### src/rtl/cpu_pkg.sv
// Shared CPU definitions: datapath width, fetch FSM states and alignment helpers.
package cpu_pkg;

    localparam int XLEN = 32;

    // Low address bits that must be zero for a legal instruction address
    localparam logic [1:0] INSTR_ALIGN_MASK = 2'b11;

    typedef enum logic [2:0] {
        REQ   = 3'd0,
        WAIT  = 3'd1,
        HOLD  = 3'd2,
        DRAIN = 3'd3,
        FAULT = 3'd4
    } fetch_state_t;

    // True when the two low bits of a target address break word alignment
    function automatic logic is_misaligned(input logic [1:0] addr_lsbs);
        return (addr_lsbs & INSTR_ALIGN_MASK) != 2'b00;
    endfunction

endpackage

### src/rtl/fetch_unit.sv
// Instruction fetch stage: owns the architectural PC, issues one word read at a
// time (no prefetch), presents the fetched instruction downstream and accepts PC
// redirects. Responses belonging to an abandoned path are drained and dropped.
module fetch_unit
    import cpu_pkg::*;
#(
    parameter int              XLEN         = cpu_pkg::XLEN,
    parameter logic [XLEN-1:0] RESET_VECTOR = '0
) (
    input  logic            clk,
    input  logic            rst_n,
    output logic            mem_req_valid,
    input  logic            mem_req_ready,
    output logic [XLEN-1:0] mem_req_addr,
    input  logic            mem_rsp_valid,
    input  logic [XLEN-1:0] mem_rsp_data,
    output logic [XLEN-1:0] instruction,
    output logic [XLEN-1:0] program_counter,
    output logic            instr_valid,
    input  logic            instr_ready,
    input  logic            load_new_program_counter,
    input  logic [XLEN-1:0] new_program_counter,
    output logic            fetch_fault,
    output logic [XLEN-1:0] fetch_fault_addr
);

    fetch_state_t    state_q, state_d;
    logic [XLEN-1:0] pc_q, pc_d;
    logic [XLEN-1:0] req_addr_q, req_addr_d;
    logic [XLEN-1:0] instr_q, instr_d;
    logic [XLEN-1:0] prog_pc_q, prog_pc_d;
    logic [XLEN-1:0] fault_addr_q, fault_addr_d;
    logic            kill_q, kill_d;
    logic            fault_q, fault_d;
    // Holds off the first request until one clock edge after reset release
    logic            run_q;

    logic            redirect;
    logic            bad_target;
    logic [XLEN-1:0] pc_plus4;

    // Only a clean 1 on the shared strobe counts; once faulted, redirects are ignored
    assign redirect   = (load_new_program_counter == 1'b1) && (state_q != FAULT);
    assign bad_target = is_misaligned(new_program_counter[1:0]);
    assign pc_plus4   = pc_q + XLEN'(4);

    assign mem_req_addr     = req_addr_q;
    assign instruction      = instr_q;
    assign program_counter  = prog_pc_q;
    assign fetch_fault      = fault_q;
    assign fetch_fault_addr = fault_addr_q;

    // Next-state and handshake outputs of the fetch FSM
    always_comb begin
        state_d       = state_q;
        pc_d          = pc_q;
        req_addr_d    = req_addr_q;
        instr_d       = instr_q;
        prog_pc_d     = prog_pc_q;
        kill_d        = kill_q;
        fault_d       = fault_q;
        fault_addr_d  = fault_addr_q;
        mem_req_valid = 1'b0;
        instr_valid   = 1'b0;

        case (state_q)
            REQ: begin
                mem_req_valid = run_q;
                if (redirect) begin
                    pc_d = new_program_counter;
                end
                if (run_q && mem_req_ready) begin
                    // An accepted request on a dead path must still be drained
                    state_d = (kill_q || redirect) ? DRAIN : WAIT;
                end else if (redirect) begin
                    // Request keeps its address until accepted; remember it is stale
                    kill_d = 1'b1;
                end
            end
            WAIT: begin
                if (redirect) begin
                    pc_d = new_program_counter;
                    if (mem_rsp_valid) begin
                        // Response lands in the redirect cycle: drop it, refetch at target
                        req_addr_d = new_program_counter;
                        state_d    = REQ;
                    end else begin
                        state_d = DRAIN;
                    end
                end else if (mem_rsp_valid) begin
                    instr_d   = mem_rsp_data;
                    prog_pc_d = req_addr_q;
                    state_d   = HOLD;
                end
            end
            HOLD: begin
                instr_valid = 1'b1;
                if (redirect) begin
                    // Redirect wins over sequential advance even if consumed this cycle
                    pc_d       = new_program_counter;
                    req_addr_d = new_program_counter;
                    state_d    = REQ;
                end else if (instr_ready) begin
                    pc_d       = pc_plus4;
                    req_addr_d = pc_plus4;
                    state_d    = REQ;
                end
            end
            DRAIN: begin
                if (redirect) begin
                    pc_d = new_program_counter;
                end
                if (mem_rsp_valid) begin
                    req_addr_d = redirect ? new_program_counter : pc_q;
                    kill_d     = 1'b0;
                    state_d    = REQ;
                end
            end
            FAULT: begin
                // Terminal until reset; any late response is simply absorbed
            end
            default: begin
                state_d = REQ;
            end
        endcase

        // A misaligned redirect target overrides every other transition
        if (redirect && bad_target) begin
            state_d      = FAULT;
            fault_d      = 1'b1;
            fault_addr_d = new_program_counter;
            kill_d       = 1'b0;
        end
    end

    // State and datapath registers with asynchronous active-low reset
    always_ff @(posedge clk or negedge rst_n) begin
        if (!rst_n) begin
            state_q      <= REQ;
            pc_q         <= RESET_VECTOR;
            req_addr_q   <= RESET_VECTOR;
            instr_q      <= '0;
            prog_pc_q    <= RESET_VECTOR;
            fault_addr_q <= '0;
            kill_q       <= 1'b0;
            fault_q      <= 1'b0;
            run_q        <= 1'b0;
        end else begin
            state_q      <= state_d;
            pc_q         <= pc_d;
            req_addr_q   <= req_addr_d;
            instr_q      <= instr_d;
            prog_pc_q    <= prog_pc_d;
            fault_addr_q <= fault_addr_d;
            kill_q       <= kill_d;
            fault_q      <= fault_d;
            run_q        <= 1'b1;
        end
    end

endmodule

### config.mk
export PLATFORM = sky130hd
export DESIGN_NAME = fetch_unit
export DESIGN_NICKNAME = d
export VERILOG_FILES = /design/src/rtl/cpu_pkg.sv /design/src/rtl/fetch_unit.sv
export SDC_FILE = /design/constraint.sdc
export NUM_CORES = 1
export LEC_CHECK = 0
export CAP_MARGIN = 15
export CORE_MARGIN = 1
export CORE_UTILIZATION = 50
export DETAILED_ROUTE_END_ITERATION = 8
export HOLD_SLACK_MARGIN = 0.05
export PLACE_DENSITY = 0.81
export RECOVER_POWER = 25
export SLEW_MARGIN = 20
export SYNTH_ARGS = -nofsm -noshare
export SYNTH_HDL_FRONTEND = slang
export SYNTH_SLANG_ARGS = --single-unit
### constraint.sdc
create_clock -name clk -period 2.9 [get_ports clk]
set_input_delay 0.435 -clock clk [delete_from_list [all_inputs] [get_ports clk]]
set_output_delay 0.435 -clock clk [all_outputs]
set_load 0.005 [all_outputs]
==> out/metrics.cfg, run 1 <==
[pwr]
power.share.clock=0.202
p_seq_frac=0.369
ir_drop_mv=0.5458
p_int_mw=7.833
sw_frac_of_total=0.3422
powerDensity_nw_per_um2=1058
p_switching_mw=4.074
pwr-share-comb=0.429
total_power_mw=11.91
leakagePower_nw=4.603

[worst_setup_path]
r2r_slack_ps=450
cp_slowest_stage_delay_ps=600
path_max_fanout=18
slowest_stage=or3b_2
worst_setup_path_start_kind=flop
cp.required_ps=2470
path_buf_inv=2
worstSetupPathType=reg2out
cp_cell_sequence=or3b_2 > inv_1 > clkdlybuf4s50_1
arrival_ps=2280
end_kind=output pin
critPathTopFamily=buffers and inverters

[routing]
drt_first_pass_iters=5
post-route-drc-count=0
via_count=7360
via_per_inst=6.048
drtIter0Drc=641
avgRoutedWirePerCell_um=19.26
finalWirelength_um=23440
ant_nets=0

[status]
outcome=finished, violations left
failed_checks=max-capacitance violations, max-slew violations

[floorplanning]
dieArea_um2=17070
row_count=46
start_util=0.5171
die_y_um=130.6
core_um2=16000
boundaryPins=201
die_w_um=130.6

[logic_synthesis]
synthMuxAreaShare=0.1340
ys_seq_elements=166
netlist_top_cells_count=dfrtp_1, mux2_2, nand2_1
synthTopCellsByArea=dfrtp_1, mux2_2, nand2_1
synth_top_family_by_area=compound AO/OA/AOI/OAI gates
syn_avg_cell_area_um2=10.45
syn_nets=863
synthSimpleGateAreaFrac=0.1506
async_reset_ff_frac=1.000
synth-edff-count=0
synth_compound_area_frac=0.1536
synth_cells=792
synth.distinct_cells=67
yosys.cell_count.top_type=dfrtp_1
yosys.area.top_type=dfrtp_1
syn_area_um2=8274
synthAdderAreaFrac=0.001512
synthFlopType=dfrtp_1
synth_xor_xnor_area_share=0.01799
yosysSeqAreaShare=0.5020
synth_top_area_frac=0.5020
ys_warn_count=0

[placed_design]
io_buffer_count=200
gp_congestion=0.9062
dp_cells=1184
place_ws_ps=290.8
postPlaceCellArea_um2=10620
dp_hpwl_um=16310

[cts]
htree_levels=4
worst_skew_pair.late_latency_ps=430
cts.sinks=166
path_clk_slew_ps=70
ctsLongestPathBuffers=2
numCtsBuffers=17
cts_resized=0
clock-root-buffer=clkbuf_16
cts_tree=done

[timing]
worst_slack_ps=188.3
min_period_ps=2712
setup_viol=0
maxSlewHeadroom=-0.1717
clock_skew_ps=7.062
worst_pin_slew_ps=1758
period_share=0.9351
fmax_mhz=368.8
finalMaxSlewViolations=71
rsz0062_at_grt=no
fin_tns_setup_ps=0
hold_viol_final=0

[finish]
antenna_cells=0
area_delta_synth_final_pct=35.97
drive_gt1_frac=0.1788
design_area_um2=11250
fin_nets=1059
final_cells=1217

[global_routing]
antenna_found_initial=0
grt_max_degree=72
grt_usage=0.2790
grt_pass1_wl_um=36390
grt_pass1_vias=6953
grt.overflow.total=0

[hold_path]
hold_class=reg2reg

[run]
maxCapViolCount=1

kinds of logic (layout without fill, tap and decap cells):
family,after synthesis,count (layout)
adder cells (fa/ha/maj),1,1
AO/OA/AOI/OAI,197,197
XOR/XNOR,17,17
other,1,1
multiplexers,99,99
AND/OR/NAND/NOR,240,240
buffers and inverters,71,280
flip-flops,166,166
layout make-up:
cell class	count	area, um2
Clock buffer	18	429.2
Clock inverter	14	198.9
Fill cell	1237	4750
Inverter	10	37.54
Multi-Input combinational cell	555	3804
Sequential cell	166	4154
Tap cell	216	270.3
Timing Repair Buffer	238	2357
through the flow:
stage / hold slack, ps / utilization
after global routing: 511.6 / 0.7032
final: 470.2 / 0.7032
after detailed placement: 454.6 / 0.6638
after global placement: 452.5 / 0.6638
after floorplan: 139.4 / -
after CTS: 479.8 / 0.7037
sequential cells by signal (all words and copies together) (netlist names), named ones only:
| register | flops |
|---|---|
| fetch_fault_addr | 32 |
| instruction | 32 |
| mem_req_addr | 32 |
| program_counter | 32 |
| pc_q | 30 |
| state_q | 3 |
| fetch_fault | 1 |
| kill_q | 1 |
| run_q | 1 |
path summary, 6_finish.rpt:
check                                   startpoint                         endpoint  cells past startpoint
setup / recovery            state_q[0]$_DFFE_PN0P_                      instr_valid                      3
max in group asynchronous                    rst_n       instruction[8]$_DFFE_PN0P_                      3
hold reg to reg            fetch_fault$_DFFE_PN0P_          fetch_fault$_DFFE_PN0P_                      1
min in group asynchronous                    rst_n  fetch_fault_addr[2]$_DFFE_PN0P_                      2
setup reg to reg               pc_q[6]$_DFFE_PN0P_     mem_req_addr[31]$_DFFE_PN0P_                      5
hold / removal             fetch_fault$_DFFE_PN0P_          fetch_fault$_DFFE_PN0P_                      1
metal layers:
metal | vias to the layer above | wire, um | global-route usage
li1 | 3329 | - | -
met2 | 371 | 11180 | 0.4482
met5 | - | 0 | 0
met3 | 59 | 2175 | 0.05945
met1 | 3601 | 9429 | 0.3672
met4 | 0 | 647 | 0.1170
layout by cell type (no fill, tap or decap), types with 14 or more instances in the layout:
cell type        synthesis  routed
dfrtp_1                166     166
a21oi_1                 51      51
nand3_1                 20      20
clkbuf_16                0      17
nand2_1                 69      69
a31oi_1                 19      19
nor3_1                  16      16
clkdlybuf4s50_1          0     199
and3_1                  18      18
buf_4                    1      30
mux2_2                  94      94
nand4_1                 14      14
o21ai_0                 48      48
nor2_1                  45      45
timing repair:
item,4_1_cts,5_1_grt
endpoints found under the hold margin,17,0
hold buffers,1,0
buffers inserted,0,0
power groups by stage:
stage / combinational, mW / sequential, mW / clock (mW)
after floorplan: 2.55 / 4.17 / 0
after global placement: 4.98 / 4.35 / 0
after detailed placement: 5.08 / 4.42 / 0
after CTS: 5.12 / 4.38 / 2.45
after global routing: 5.56 / 4.55 / 2.54
final: 5.11 / 4.39 / 2.40
Note: power is estimated with default switching activity, not from simulation.
==> run 2, diff against run 1 <==
Settings changed: RECOVER_POWER 25 to not set.
==> out/metrics.cfg, run 2 (same netlist as run 1, synthesis figures left out) <==
[routing]
avgRoutedWirePerCell_um=19.35
drtIter0Drc=691
via_count=7372
finalWirelength_um=23550
post-route-drc-count=0
via_per_inst=6.058
drt_first_pass_iters=5
ant_nets=0

[worst_setup_path]
path_buf_inv=2
cp_cell_sequence=or3b_2 > inv_1 > clkdlybuf4s50_1
worstSetupPathType=reg2out
critPathLaunch=state_q[0]$_DFFE_PN0P_
worst_setup_path_start_kind=flop
cp_slowest_stage_delay_ps=600
rr_startpoint=pc_q[6]$_DFFE_PN0P_
slowest_stage=or3b_2
arrival_ps=2280
cp.required_ps=2470
critPathTopFamily=buffers and inverters
path_max_fanout=18
end_kind=output pin

[pwr]
ir_drop_mv=0.5500
powerDensity_nw_per_um2=1059
leakagePower_nw=4.605
total_power_mw=11.93

[timing]
period_share=0.9368
finalMaxSlewViolations=0
hold_viol_final=0
rsz0062_at_grt=no
setup_viol=0
clock_skew_ps=7.385
worst_pin_slew_ps=654.5
maxSlewHeadroom=0.5637
fin_tns_setup_ps=0
min_period_ps=2717
fmax_mhz=368.1

[placed_design]
dp_hpwl_um=16310
gp_congestion=0.9062
postPlaceCellArea_um2=10620
io_buffer_count=200

[global_routing]
grt_pass1_wl_um=36390
grt_max_degree=72
antenna_found_initial=0
grt.overflow.total=0
grt_usage=0.2790
grt_pass1_vias=6953

[floorplanning]
row_count=46
die_y_um=130.6
boundaryPins=201
core_um2=16000
dieArea_um2=17070
start_util=0.5171
die_w_um=130.6

[cts]
cts_tree=done
path_clk_slew_ps=70
numCtsBuffers=17
htree_levels=4
ctsLongestPathBuffers=2
worst_skew_pair.late_latency_ps=430
postCtsSetupBuffers=0
clock-root-buffer=clkbuf_16
cts_resized=0
cts.sinks=166

[hold_path]
min-delay-start=fetch_fault$_DFFE_PN0P_
hold_class=reg2reg

[finish]
antenna_cells=0
fin_nets=1059
final_common_cell=clkdlybuf4s50_1
area_delta_synth_final_pct=36.08
design_area_um2=11260
drive_gt1_frac=0.1788
most-common-layout-cells=clkdlybuf4s50_1, dfrtp_1, mux2_2

[run]
maxCapViolCount=0

[status]
outcome=complete, no violations

[run 2: cell types whose count changed in the layout (fill, tap and decap cells not counted)]
cell | previous run | this run
buf_4 | 30 | 31
buf_6 | 0 | 1
clkbuf_2 | 2 | 0
[run 2: what timing repair did]
item | in CTS | in global routing
hold buffers | 1 | 0
hold endpoints to repair | 17 | 0
setup endpoints to repair | 0 | 0
[run 2: layout make-up]
cell class,count,area [um2]
Clock buffer,18,429.2
Clock inverter,14,198.9
Fill cell,1235,4741
Inverter,10,37.54
Multi-Input combinational cell,555,3804
Sequential cell,166,4154
Tap cell,216,270.3
Timing Repair Buffer,238,2366
[run 2: per-stage QoR]
step / hold slack, ps / utilization / worst slack, ps / std cells
after global placement: 452.5 / 0.6638 / 366.4 / 1184
final: 470.3 / 0.7037 / 183.1 / 1217
after CTS: 479.8 / 0.7037 / 201.4 / 1217
after global routing: 511.6 / 0.7037 / 140.2 / 1217
after detailed placement: 454.6 / 0.6638 / 290.8 / 1184
after floorplan: 139.4 / - / 782.2 / 792
[run 2: path summary, 6_finish.rpt]
| path | end | slack (ps) | cells past startpoint |
|---|---|---|---|
| min in group asynchronous | fetch_fault_addr[2]$_DFFE_PN0P_ | 580 | 2 |
| hold reg to reg | fetch_fault$_DFFE_PN0P_ | 470 | 1 |
| setup reg to reg | mem_req_addr[31]$_DFFE_PN0P_ | 440 | 5 |
| hold / removal | fetch_fault$_DFFE_PN0P_ | 470 | 1 |
| setup / recovery | instr_valid | 180 | 3 |
| max in group asynchronous | instruction[20]$_DFFE_PN0P_ | 1540 | 3 |
[run 2: per-layer routing]
metal / global-route usage / vias up / part of all wire
met5: 0 / - / 0
met4: 0.1170 / 0 / 0.028
met3: 0.05945 / 55 / 0.10
met2: 0.4482 / 405 / 0.47
met1: 0.3672 / 3581 / 0.40
li1: - / 3331 / -
[run 2: power by group]
group / leakage [nW] / switching, mW / internal [mW] / total [mW]
registers: 2.00 / 0.969 / 3.43 / 4.40
logic: 2.31 / 2.17 / 2.96 / 5.12
clock network: 0.299 / 0.958 / 1.45 / 2.41
total: 4.61 / 4.09 / 7.83 / 11.9
